$ cat config.mk
export PLATFORM = sky130hd
export DESIGN_NAME = ring_johnson_counter
export DESIGN_NICKNAME = d
export VERILOG_FILES = /design/src/rtl/ring_pkg.sv /design/src/rtl/ring_johnson_counter_onehot_check.sv /design/src/rtl/ring_johnson_counter.sv
export SDC_FILE = /design/constraint.sdc
export NUM_CORES = 1
export LEC_CHECK = 0
export CORE_AREA = 8 8 72 49
export CTS_BUF_LIST = sky130_fd_sc_hd__clkbuf_16
export CTS_CLUSTER_DIAMETER = 60
export DETAILED_ROUTE_END_ITERATION = 16
export DIE_AREA = 0 0 80 57
export PLACE_DENSITY = 0.56
export RECOVER_POWER = 100
export SLEW_MARGIN = 20
export SYNTH_ARGS = -nofsm -noshare
export SYNTH_HDL_FRONTEND = slang
export SYNTH_SLANG_ARGS = --single-unit
$ cat constraint.sdc
create_clock -name Clk -period 3.5 [get_ports Clk]
set_clock_uncertainty 0.1 [all_clocks]
set_input_delay 0.875 -clock Clk [delete_from_list [all_inputs] [get_ports Clk]]
set_output_delay 0.875 -clock Clk [all_outputs]
set_load 0.005 [all_outputs]
$ cat src/rtl/ring_pkg.sv
// ring_pkg: mode/direction encodings shared by the shift-register counter.
`default_nettype none

package ring_pkg;

  typedef enum logic [1:0] {
    MODE_RING    = 2'b00,
    MODE_JOHNSON = 2'b01,
    MODE_ONEHOT  = 2'b10,
    MODE_HOLD    = 2'b11
  } mode_e;

  localparam logic DIR_RIGHT = 1'b0;
  localparam logic DIR_LEFT  = 1'b1;

endpackage

`default_nettype wire

$ cat src/rtl/ring_johnson_counter_onehot_check.sv
// onehot_check: flags a vector with exactly one bit set.
`default_nettype none

module onehot_check #(
  parameter int WIDTH = 4
) (
  input  logic [WIDTH-1:0] vec_i,
  output logic             onehot_o
);

  logic [WIDTH-1:0] vec_m1;

  assign vec_m1   = vec_i - WIDTH'(1);
  assign onehot_o = (vec_i != '0) && ((vec_i & vec_m1) == '0);

endmodule

`default_nettype wire

$ cat src/rtl/ring_johnson_counter.sv
// ring_johnson_counter: parametrised ring / Johnson / self-correcting one-hot
// shift counter with load, direction control and period-completion flag.
`default_nettype none

module ring_johnson_counter
  import ring_pkg::*;
#(
  parameter int               WIDTH = 4,
  parameter logic [WIDTH-1:0] SEED  = {1'b1, {(WIDTH-1){1'b0}}}
) (
  input  logic             Clk,
  input  logic             Rst_n,
  input  logic             En,
  input  logic             Dir,
  input  logic [1:0]       Mode,
  input  logic             Load,
  input  logic [WIDTH-1:0] Din,
  output logic [WIDTH-1:0] Q,
  output logic             Wrap,
  output logic             Err
);

  logic [WIDTH-1:0] q_q, q_d;
  logic [WIDTH-1:0] anchor_q, anchor_d;
  logic             wrap_q, wrap_d;
  logic             err_q, err_d;

  mode_e            mode;
  logic             is_onehot;
  logic [WIDTH-1:0] ring_r, ring_l, john_r, john_l;
  logic [WIDTH-1:0] ring_step, john_step;

  assign mode = mode_e'(Mode);

  onehot_check #(
    .WIDTH (WIDTH)
  ) u_onehot_check (
    .vec_i    (q_q),
    .onehot_o (is_onehot)
  );

  assign ring_r = {q_q[0], q_q[WIDTH-1:1]};
  assign ring_l = {q_q[WIDTH-2:0], q_q[WIDTH-1]};
  assign john_r = {~q_q[0], q_q[WIDTH-1:1]};
  assign john_l = {q_q[WIDTH-2:0], ~q_q[WIDTH-1]};

  assign ring_step = (Dir == DIR_LEFT) ? ring_l : ring_r;
  assign john_step = (Dir == DIR_LEFT) ? john_l : john_r;

  always_comb begin
    q_d      = q_q;
    anchor_d = anchor_q;
    wrap_d   = 1'b0;
    err_d    = 1'b0;
    if (Load) begin
      q_d      = Din;
      anchor_d = Din;
    end else if (En && (mode != MODE_HOLD)) begin
      case (mode)
        MODE_RING:    q_d = ring_step;
        MODE_JOHNSON: q_d = john_step;
        MODE_ONEHOT: begin
          if (is_onehot) begin
            q_d = ring_step;
          end else begin
            q_d   = SEED;
            err_d = 1'b1;
          end
        end
        default:      q_d = q_q;
      endcase
      // A recovery step never counts as a period completion, even onto the anchor.
      wrap_d = (q_d == anchor_q) && !err_d;
    end
  end

  always_ff @(posedge Clk) begin
    if (!Rst_n) begin
      q_q      <= SEED;
      anchor_q <= SEED;
      wrap_q   <= 1'b0;
      err_q    <= 1'b0;
    end else begin
      q_q      <= q_d;
      anchor_q <= anchor_d;
      wrap_q   <= wrap_d;
      err_q    <= err_d;
    end
  end

  assign Q    = q_q;
  assign Wrap = wrap_q;
  assign Err  = err_q;

endmodule

`default_nettype wire

==> summary.txt <==
Floorplan
  – Die width: 80 µm
  – Chip height: approximately 57 µm
  – Die area: 4560 µm²
  – Num ports: 17
  – Core Region: about 2600 µm²
  – Initial Util: approximately 27%
  – Site row count: 15

Power and ir drop
  – Logic pwr share: a little under a fifth
  – Max IR drop VDD: between 0.15 and 0.2 mV
  – PwrDens: about 440 nW/µm²
  – Cell-internal power: 0.309 mW
  – Leakage Power: between 0.3 and 0.4 nW
  – Sw Share: 23.5%
  – Reg power frac: between 30 and 40%
  – Tot Pwr: ~0.40 mW
  – P_sw: between 0.09 and 0.1 mW
  – Clock power frac: around half

Finish
  – Share of post-route cells with drive strength above 1: 11.7%
  – Layout area overhead: 29.0%
  – N_diodes: 0
  – Nets@finish: roughly 110

STA
  – RSZ-0062 raised after global routing: no
  – Slew HR: between 70 and 80%
  – Slew Limit Fails: 0
  – Tmin final: ~2700 ps
  – Setup TNS Final: 0 ps
  – Setup Viol. Count Final: 0
  – Worst-Margin Slew: slightly below 400 ps
  – Final period utilization: ~77%
  – Endpoints failing hold: 0
  – F_max: about 370 MHz

Placed design
  – Hpwl dp: about 1300 µm
  – IO buf count: 16
  – Final Wtd Congestion: 0.817

Synthesis
  – Count leader, synth: dfxtp_1
  – Cell Area, Synth: between 700 and 800 µm²
  – Post-synth top cells: 10 x dfxtp_1, 8 x nand2_1, 7 x o21ai_0
  – Yosys top cell by area: dfxtp_1
  – Area contributors post-synth: dfxtp_1 28%, mux2i_1 5.7%, o21ai_0 5.0%, buf_6 4.8%, nand2_1 4.2%
  – Main synth FF type: dfxtp_1
  – Syn Area/Cell: ~8.6 µm²
  – Sequential fraction of the synthesis area: approximately 28%
  – Synth Register Bits: 10
  – Share of the synthesized area in the top cell type: around 28%
  – Syn. warnings: 0
  – Cells after synthesis: around 80
  – Post-synthesis cell type count: 37
  – Mapped Nets: 93
  – Fraction of registers with async set/reset: 0%
  – Number of synthesized flops with an enable pin: 0

CTS
  – CTS root buffer: clkbuf_16
  – CTS resizes: 0
  – # hold bufs at CTS: 0
  – # H-tree levels: 1
  – Clock-pin slew on the worst setup and hold paths: roughly 40 ps
  – CTS tree: yes
  – Post-CTS Setup Inserts: 0
  – Clock sink count: 10
  – Clock Latency Late Sink: approximately 230 ps
  – Num CTS Buffers: 3
  – Clock buffer depth: 2

Drt
  – Wl on met1: around 840 µm
  – DR WL met3: 134 µm
  – Pre-antenna DRT Iters: 5
  – Routed wire length: 1720 µm
  – Via/cell ratio: ~5.0
  – Final antenna-violating net count: 0
  – DRC viols: 0
  – Vias: roughly 640
  – Initial DRC count: between 40 and 50
  – Detail Route met2 WL: approximately 740 µm
  – Drt wl/cell: around 13 µm
  – Top sig layer: met3

Worst setup path
  – CP max stage cell: dlygate4sd3_1
  – Kind of start point of the critical path: input pin
  – WS Path Type: in2reg
  – Crit path DAT: between 2000 and 3000 ps
  – Worst path cell trace: dlygate4sd3_1 -> a21o_1 -> a221o_1 -> a31oi_1 -> a31oi_1 -> xnor2_1 -> a211oi_1
  – CP required: between 3000 and 4000 ps
  – Most used cell, CP: a31oi_1
  – Type of destination of the critical path: flop
  – CP max stage delay: 690 ps
  – Worst Path Max Fanout: 12

GRT
  – First-pass GRT wire length: around 2800 µm
  – GRT Total Usage: between 7 and 8%
  – Largest net degree at the start of global routing: 13
  – Grt ovf: 0
  – Initial antenna violation count: 0
  – Vias in the first global route: 610

Min path
  – Worst hold path type: reg2reg

Outcome
  – Outcome: completed

Run
  – Max_cap viols: 0
-- cells in the final DEF (no fill, tap or decap), types with 3 or more instances in the layout --
| master | count |
|---|---|
| nor2_1 | 4 |
| mux2i_1 | 4 |
| o21ai_0 | 7 |
| dfxtp_1 | 10 |
| xnor2_1 | 3 |
| clkbuf_16 | 3 |
| dlygate4sd3_1 | 9 |
| nor2b_1 | 3 |
| nand2_1 | 8 |
| clkdlybuf4s50_1 | 7 |
| a21oi_1 | 3 |
-- final timing paths --
| path | slack, ps | to | cells after the start | startpoint |
|---|---|---|---|---|
| worst max-delay path | 790 | Wrap | 7 | Mode[1] |
| worst min-delay path | 390 | anchor_q[1] | 2 | anchor_q[1] |
| worst max register to register | 1680 | Wrap | 6 | Q[0] |
| worst min register to register | 390 | anchor_q[1] | 2 | anchor_q[1] |
-- critical path: cells and delay by family --
family	cells	cell delay, ps
buffers and inverters	1	690
xor gates and xnor gates	1	160
AOI/OAI and AO/OA	5	1040
-- cells by family after synthesis --
logic type / share of synthesized area, %
multiplexers: 5.66
XOR/XNOR: 4.96
buffers and inverters: 11.3
flip-flops: 28.3
AND/OR/NAND/NOR: 24.1
AO/OA/AOI/OAI: 25.7
-- flip-flops by register name, summed over array words and instances, names as in the netlist --
register and flops:
Err 1, Q 4, anchor_q 4, Wrap 1
-- power by group through the flow --
stage	sequential [mW]	combinational, mW	clock [mW]
5_1_grt	0.134	0.0811	0.207
6_report	0.132	0.0732	0.198
3_5_place_dp	0.134	0.0752	0
3_3_place_gp	0.134	0.0742	0
4_1_cts	0.133	0.0756	0.202
2_1_floorplan	0.128	0.0592	0
-- per-layer routing --
layer | vias up | track usage [%]
met4 | 0 | 1.55
li1 | 325 | -
met2 | 19 | 11.0
met5 | - | 0
met3 | 0 | 4.70
met1 | 293 | 9.86
-- area by class of cell --
| type | instances | area (µm²) |
|---|---|---|
| fill | 284 | 1680 |
| multi-input combinational | 63 | 427 |
| sequential | 10 | 200 |
| timing repair buffer | 16 | 160 |
| clock buffer | 3 | 75.1 |
| tap | 34 | 42.5 |
| inverter | 2 | 7.51 |
-- per-stage QoR --
| step | area, µm² | instances | hold WS (ps) | setup slack [ps] | util (%) |
|---|---|---|---|---|---|
| 6_report | 912 | 128 | 388 | 793 | 35.2 |
| 5_1_grt | 912 | 128 | 417 | 687 | 35.2 |
| 4_1_cts | 912 | 128 | 397 | 859 | 35.2 |
| 3_5_place_dp | 837 | 125 | 391 | 604 | 32.3 |
| 3_3_place_gp | 837 | 125 | 380 | 669 | 32.3 |
| 2_1_floorplan | 707 | 82 | 361 | 1300 | - |
No activity file was read; power rests on OpenSTA's default activity.
